**src/rtl/sw_debounce_bit.sv**
```systemverilog
// debounce_bit: accepts a new level once the synchronised input has differed from it for DEBOUNCE_CYCLES edges
module debounce_bit #(
  parameter int DEBOUNCE_CYCLES = 1000000,
  parameter int CNT_W = 20
) (
  input  logic clk,
  input  logic reset,
  input  logic in_sync,
  output logic clean,
  output logic rise,
  output logic fall
);
  logic [CNT_W-1:0] cnt;
  always_ff @(posedge clk) begin
    if (reset) begin
      cnt <= '0;
      clean <= 1'b0;
      rise <= 1'b0;
      fall <= 1'b0;
    end else begin
      rise <= 1'b0;
      fall <= 1'b0;
      if (in_sync == clean) cnt <= '0;
      else if (cnt == CNT_W'(DEBOUNCE_CYCLES - 1)) begin
        clean <= in_sync;
        cnt <= '0;
        rise <= in_sync;
        fall <= ~in_sync;
      end else cnt <= cnt + 1'b1;
    end
  end
endmodule

```
**src/rtl/sw_debounce.sv**
```systemverilog
// sw_debounce: two-flop synchroniser followed by independent per-bit debouncers with edge pulses
module sw_debounce #(
  parameter int WIDTH = 10,
  parameter int DEBOUNCE_CYCLES = 1000000,
  parameter int CNT_W = 20
) (
  input  logic             clk,
  input  logic             reset,
  input  logic [WIDTH-1:0] sw,
  output logic [WIDTH-1:0] sw_clean,
  output logic [WIDTH-1:0] sw_rise,
  output logic [WIDTH-1:0] sw_fall
);
  logic [WIDTH-1:0] s1, s2;
  always_ff @(posedge clk) begin
    if (reset) begin
      s1 <= '0;
      s2 <= '0;
    end else begin
      s1 <= sw;
      s2 <= s1;
    end
  end
  for (genvar i = 0; i < WIDTH; i++) begin : g_bit
    debounce_bit #(.DEBOUNCE_CYCLES(DEBOUNCE_CYCLES), .CNT_W(CNT_W)) u_bit (
      .clk(clk),
      .reset(reset),
      .in_sync(s2[i]),
      .clean(sw_clean[i]),
      .rise(sw_rise[i]),
      .fall(sw_fall[i])
    );
  end
endmodule
```
**config.mk**
```make
export PLATFORM = sky130hd
export DESIGN_NAME = sw_debounce
export DESIGN_NICKNAME = d
export VERILOG_FILES = /design/src/rtl/sw_debounce_bit.sv /design/src/rtl/sw_debounce.sv
export SDC_FILE = /design/constraint.sdc
export NUM_CORES = 1
export LEC_CHECK = 0
export BUFFER_PORTS_ARGS = -buffer_cell sky130_fd_sc_hd__clkbuf_2
export CAP_MARGIN = 20
export CORE_ASPECT_RATIO = 1.5
export CORE_MARGIN = 4
export CORE_UTILIZATION = 60
export DETAILED_ROUTE_END_ITERATION = 8
export PLACE_DENSITY = 0.78
export SLEW_MARGIN = 20
export SYNTH_ARGS = -nofsm -noshare
export SYNTH_HDL_FRONTEND = slang
export SYNTH_SLANG_ARGS = --single-unit
```
**constraint.sdc**
```tcl
create_clock -name clk -period 2.7 [get_ports clk]
set_clock_uncertainty 0.1 [all_clocks]
set_input_delay 0.405 -clock clk [delete_from_list [all_inputs] [get_ports clk]]
set_output_delay 0.405 -clock clk [all_outputs]
set_load 0.1 [all_outputs]
```
-- Yosys cells after proc, flatten, opt, wreduce, memory -nomap -nowiden
Cells that the tools add are included.
- add/sub/neg operators: 10
- equal/unequal tests: 20
- bitwise operators: 30
- reductions and logical operators: 30
- operators by type and width (cell ; number):
    20-bit by 1-bit adder with 20-bit output (second input constant) ; 10
    20-bit == test (second input constant) ; 10
    3-bit OR reduction ; 20
    1-bit NOT ; 30
    2-bit AND reduction ; 10
    1-bit == test ; 10
- bits in registers: 250
- input bits: 12
- output and inout port bits: 30

-- Depth between registers and ports, before layout
Gate-level depths: netlist of run 1.
- depth after elaboration: 3
- depth in mapped cells: 7
- mapped depth without buffers: 5

-- By module
A second synthesis of run 1 with hierarchy kept.
- cells, all modules: 1221
- area total of the unflattened synthesis: 11611.1 sq um
- by module, submodules not included (module ; instances ; cells an instance ; area each (sq um)):
    debounce_bit (g_bit[0].u_bit ...) ; 9 ; 118 ; 1106.1
    debounce_bit (g_bit[9].u_bit) ; 1 ; 117 ; 1038.5
    sw_debounce ; 1 ; 42 ; 618.1

-- Worst setup path after synthesis of run 1
OpenSTA, ideal clock, no wires.
- path type: register to register
- start: reg g_bit[1].u_bit.cnt[0]
- end: reg g_bit[1].u_bit.cnt[18]
- data arrival time: 1913 ps
- data required time: 2530 ps
- slack: 617 ps
- stages on the path, launching flop included: 7
- period minus slack after synthesis: 2083 ps
- path through: dfxtp_1 ha_1 nand2_1 or4_1 clkbuf_2 or4_1 a21oi_1
- word-level cells in the longest chain between the ends: 2
- elaborated cells on any way between the ends: 3
- those cells by class: 1 x add/sub; 1 x eq/ne; 1 x reduce/logical
- ends and longest elaborated chain (element ; RTL line ; text):
    start: declaration ; sw_debounce_bit.sv:13 ; logic [CNT_W-1:0] cnt;
    start signal: assignment ; sw_debounce_bit.sv:29 ; end else cnt <= cnt + 1'b1;
    branches (longest 2 deep; another with 20-bit by 1-bit adder with 20-bit output) ; -- ;
Several ways; the timed one is not identified.
A chain may end at the register's enable or synchronous reset.

-- Final worst setup path of run 1
Ends and elaborated chain as after synthesis.

==> metrics.cfg, run 1 <==
[logic_synthesis]
synthArstFlopShare_pct=0
syn-instance-count=1262
synth_edf_count=0
synthTopCellsByArea=dfxtp_1 46%, xnor2_1 6.5%, nor2_1 5.4%
syn-cell-area_mm2=0.0110
yosys_warnings=0
synth_area_leader_cell=dfxtp_1
synth_common_cells=250 x dfxtp_1, 158 x nor2_1, 86 x nand3_1
synthFlopType=dfxtp_1
synth_top_area_share_pct=45.6
synth_most_common_cell=dfxtp_1
syn_avg_cell_area_um2=8.69
synth_cell_types=49
ys_seq_elements=250
ys_seq_area_share_pct=45.6
syn-num-nets=1284

[cts]
clock_latency_ns=0.51
cts_root_buf=clkbuf_16
clock-sinks=250
ctsLongestPathBuffers=3
clkTransAtPathRegs_ns=0.06
htree_levels=1
cts_tree=built
cts_buffers=24

[power]
p_clk_share_pct=46.3
combPwrFrac_pct=1.3
leakagePower_nw=3.62
seq_power_share_pct=52.5
peakVddDrop_uv=579
internal_power_mw=5.69
power.switching_mw=1.40
total_power_mw=7.09
p_sw_share_pct=19.7
power.density_mw_per_mm2=590

[timing]
relSlewSlack_pct=62.1
tns_ns=0
min_period_over_period_pct=82.9
setup_ws_ns=0.462
finalCriticalPeriod_ns=2.24
finalHoldViolCount=0
worst_slew_pin_slew_ns=0.561
final-max-slew-violation-count=0
clock.fmax_ghz=0.447
hold_slack_ns=0.0244
rsz0062_at_grt=false
setup_viol=0

[floorplan]
initial_core_util_pct=61.2
dieHeight_um=174
dieWidth_um=118
core-area_mm2=0.0179
dieArea_mm2=0.0206
num_rows=60
ioPinCount=42

[critical_path]
path_max_fanout=7
path_class=reg -> reg
rr_startpoint=g_bit[1].u_bit.cnt[0]
critPathLaunchType=flop
end_kind=flop
worstPathArrival_ns=2.58
crit_start=g_bit[1].u_bit.cnt[0]
required_ns=3.05

[drt]
vias=8698
ant_nets=0
vias_per_cell=5.75
drc=0
wl_mm=20.5
dr.pass1.iters=5
detail_route.wl_per_cell_um=13.6
drt_iter0_markers=515

[layout]
drive_above_1_share_pct=9.11
antennaDiodeCount=0
stdcell_count=1512
syn2layout_area_growth_pct=9.52
finish.utilization_pct=67.0
final_area_mm2=0.0120
fin_nets=1304

[global_route]
track_usage_pct=20.1
grt_pass1_wl_mm=36.8
grt_max_degree=22
grt_antenna_before_repair=0
grt.overflow.total=0
grt_pass1_vias=8663

[placement]
placed_cells=1466
place_congestion=0.843
pre_cts_slack_ns=0.480
dp_hpwl_mm=14.4
io_buffers=41
post_dp_cell_area_mm2=0.0112

[flow_run]
maxCapViolations=0

[worst_hold_path]
hold_class=in -> reg
worstHoldStart=sw[2]

[run_status]
outcome=complete, no violations

[critical path: stages, from the launching register on]
cell     delay (ns)
dfxtp_1        0.39
ha_1           0.23
nand2_1        0.14
or4_1          0.64
or4_1          0.51
a21oi_1        0.15
[final cells by class]
| type | count | area (um2) |
|---|---|---|
| clock buffers | 30 | 674 |
| inverters | 39 | 146 |
| fillers | 1494 | 5920 |
| multi-input cells | 902 | 5420 |
| well taps | 217 | 272 |
| flip-flops and latches | 250 | 5000 |
| repair buffers | 65 | 403 |
| clock inverters | 9 | 101 |
[power by group through the flow]
stage | Clock [mW] | Sequential (mW) | Combinational (mW)
finish | 3.28 | 3.72 | 0.0889
global route | 3.53 | 3.72 | 0.100
CTS | 3.39 | 3.72 | 0.0899
detailed placement | 0 | 3.80 | 0.0816
global placement | 0 | 3.80 | 0.0805
floorplan | 0 | 3.80 | 0.0535
[logic make-up after synthesis]
logic type               Yosys count  share of synthesized area [%]
flip-flops                       250                           45.6
buffers and inverters            110                           5.03
AO/OA/AOI/OAI                    160                           8.28
XOR/XNOR                         124                           9.90
AND/OR/NAND/NOR                  608                           30.0
adder cells (fa/ha/maj)           10                           1.14
[layer usage]
metal	up-vias	wire, um	global-route usage, %
li1	4484	-	-
met1	4051	8840	23.3
met2	118	10500	37.3
met3	45	620	2.84
met4	0	569	7.20
met5	-	0	0
[placed cells by master, fill, tap and decap left out, types with 23 or more instances in the layout]
cell type and n:
xor2_1 42, nor4_1 37, o21ai_0 45, o31ai_1 28, dfxtp_1 250, clkbuf_16 25
nor2b_1 23, a21oi_1 75, nor3_1 25, nand2_1 64, or4_1 43, and3_1 24
clkbuf_2 41, nand4_1 40, nand3_1 86, xnor2_1 82, or3_1 40, nor2_1 158
inv_1 39
[state kept, by name, indices dropped and copies added (netlist names)]
name,flops
g_bit.u_bit.clean,10
g_bit.u_bit.rise,10
g_bit.u_bit.cnt,200
s1,10
g_bit.u_bit.fall,10
s2,10
[repair_timing]
action	in CTS	in global routing
endpoints found under the hold margin	7	0
gates resized for setup	0	0
buffers inserted	0	0
hold buffers	7	0
[worst paths after layout]
check | end | cells after the start | slack (ns)
worst max register to register | g_bit[1].u_bit.cnt[18] | 5 | 0.46
worst max-delay path | g_bit[1].u_bit.cnt[18] | 5 | 0.46
worst min-delay path | s1[2] | 2 | 0.02
worst min register to register | s2[9] | 1 | 0.34
Note: power is estimated with default switching activity, not from simulation.
==> inputs of run 2 (changes only) <==
clock period = 2.1 ns   (was 2.7 ns; I/O delays follow)
==> run 2 against run 1 <==
  * Global-route usage up 0.56 points
  * Total power up 32%
  * Highest routed layer unchanged
  * Sequential share of layout area decreased by 1.7 points
  * Count of clock-buffer cells in the layout increased by 6
  * Sequential power up 28%
  * Largest cell class unchanged
  * Via count up 3.9%
  * Critical endpoint is now g_bit[9].u_bit.cnt[15]
  * Design area up 4.2%
  * Largest power group unchanged
==> metrics.cfg, run 2 (synthesis gave the netlist of run 1 again) <==
[layout]
largest_reg_flops=200  ; unchanged
multi_input_comb_area_mm2=0.00545  ; +0.62%
drive_above_1_share_pct=13.2  ; +4.1 points
mostFrequentLayoutCells=247 x dfxtp_1, 158 x nor2_1, 86 x nand3_1, 82 x xnor2_1, 75 x a21oi_1
final_area_mm2=0.0125  ; +4.2%
finish.utilization_pct=69.8  ; +2.8 points
final_common_cell=dfxtp_1
regArea_mm2=0.00501  ; about the same
n_fill_cell=1422  ; -4.8%
fin_nets=1354  ; +3.8%
syn2layout_area_growth_pct=14.2
antennaDiodeCount=0  ; unchanged
stdcell_count=1565  ; +3.5%
top_register=g_bit.u_bit.cnt

[drt]
vias=9038  ; +3.9%
drt_iter0_markers=483  ; -6.2%
dr.pass1.iters=7  ; +2
detail_route.wl_per_cell_um=13.8  ; +1.4%
drc=0  ; unchanged
wl_mm=21.5  ; +4.9%
ant_nets=0  ; unchanged
vias_per_cell=5.78  ; +0.39%

[global_route]
grt.overflow.total=0  ; unchanged
grt_pass1_wl_mm=37.6  ; +2.3%
grt_pass1_vias=8707  ; +0.51%
grt_antenna_before_repair=0  ; unchanged
grt_max_degree=49  ; +120%
track_usage_pct=20.6  ; +0.56 points

[placement]
placed_cells=1511  ; +3.1%
io_buffers=41  ; unchanged
dp_hpwl_mm=14.9  ; +3.7%
post_dp_cell_area_mm2=0.0115  ; +3.2%
place_congestion=0.840  ; -0.40%

[floorplan]
dieWidth_um=118  ; unchanged
num_rows=60  ; unchanged
core-area_mm2=0.0179  ; unchanged
dieHeight_um=174  ; unchanged
initial_core_util_pct=61.2  ; unchanged
dieArea_mm2=0.0206  ; unchanged
ioPinCount=42  ; unchanged

[timing]
clock.fmax_ghz=0.488  ; +9.3%
final-max-slew-violation-count=0  ; unchanged
relSlewSlack_pct=59.3  ; -2.8 points
setup_viol=0  ; unchanged
worst_slew_pin_slew_ns=0.602  ; +0.0413 ns
hold_slack_ns=0.329  ; +0.304 ns
finalHoldViolCount=0  ; unchanged
rsz0062_at_grt=true
min_period_over_period_pct=97.5  ; +15 points
finalCriticalPeriod_ns=2.05  ; -0.190 ns

[critical_path]
path_max_fanout=11  ; +4
critPathTopFamily=simple AND/OR/NAND/NOR gates
crit_path_max_incr_delay_ns=0.57  ; -0.07 ns
cp.depth=5  ; unchanged
path_cells=or4_1 > or4_4 > o21ai_4 > buf_4 > a21oi_1
slowest_stage=or4_1
critPathLaunchType=flop
crit_buf_inv=1  ; +1
path_class=reg -> reg
end_kind=flop
r2r_cells=5  ; unchanged
worstPathArrival_ns=2.34  ; -0.24 ns
required_ns=2.39  ; -0.66 ns

[power]
total_power_mw=9.35  ; +32%
power.density_mw_per_mm2=746  ; +26%
peakVddDrop_uv=646  ; +12%
leakagePower_nw=3.91  ; +8.0%

[worst_hold_path]
hold_class=reg -> reg
hold_depth=1  ; -1

[cts]
clock_latency_ns=0.51  ; about the same
cts_tree=built
cts_buffers=24  ; unchanged
htree_levels=1  ; unchanged
cts_root_buf=clkbuf_16
ctsLongestPathBuffers=3  ; unchanged
clkTransAtPathRegs_ns=0.07  ; about the same
clock-sinks=250  ; unchanged

[run_status]
outcome=complete, no violations

[flow_run]
maxCapViolations=0  ; unchanged

==> run 2: changes by cell type in the layout (fill, tap and decap cells not counted), sizes merged <==
cell / before / now
clkbuf: 71 / 77
dlygate4sd3: 7 / 11
inv: 40 / 39
clkinv: 5 / 3
buf: 17 / 63
==> run 2: worst reg2reg max path, stage by stage (launching register included) <==
cell and delay (ns):
dfxtp_1 0.32, or4_1 0.58, or4_4 0.54, o21ai_4 0.14, buf_4 0.19, a21oi_1 0.06
==> run 2: what timing repair did <==
| action | in CTS | in global routing |
|---|---|---|
| hold endpoints to repair | 13 | 0 |
| gates resized for setup | 0 | 13 |
| hold buffers | 11 | 0 |
| setup endpoints to repair | 0 | 36 |
| setup buffers | 0 | 1 |
==> run 2: final cells by class <==
class | instances | share of cell area [%]
sequential | 250 | 40.0
multi-input combinational | 902 | 43.5
tap | 217 | 2.17
timing repair buffer | 115 | 6.52
inverter | 39 | 1.17
clock buffer | 36 | 5.96
clock inverter | 6 | 0.689
==> run 2: final timing paths <==
path / startpoint / end / slack [ns]
worst max register to register: g_bit[9].u_bit.cnt[11] / g_bit[9].u_bit.cnt[15] / 0.05
worst min register to register: s1[9] / s2[9] / 0.33
worst max-delay path: g_bit[9].u_bit.cnt[11] / g_bit[9].u_bit.cnt[15] / 0.05
worst min-delay path: s1[9] / s2[9] / 0.33
==> run 2: per-layer routing <==
metal | part of all wire, % | global-route usage (%) | vias up
li1 | - | - | 4582
met1 | 42 | 24.2 | 4237
met2 | 52 | 38.6 | 175
met3 | 3.4 | 2.51 | 44
met4 | 2.6 | 7.10 | 0
met5 | 0 | 0 | -
==> run 2: report_power, final <==
group / internal (mW) / switching, mW
Clock: 2.70 / 1.74
Combinational: 0.0587 / 0.0718
Sequential: 4.77 / 0.0161
==> run 2: through the flow <==
stage | setup WS [ns] | setup TNS (ns)
after floorplan | 0.0171 | 0
after global placement | 0.0677 | 0
after detailed placement | 0.0374 | 0
after CTS | 0.0278 | 0
after global routing | -0.0196 | -0.0572
final | 0.0517 | 0
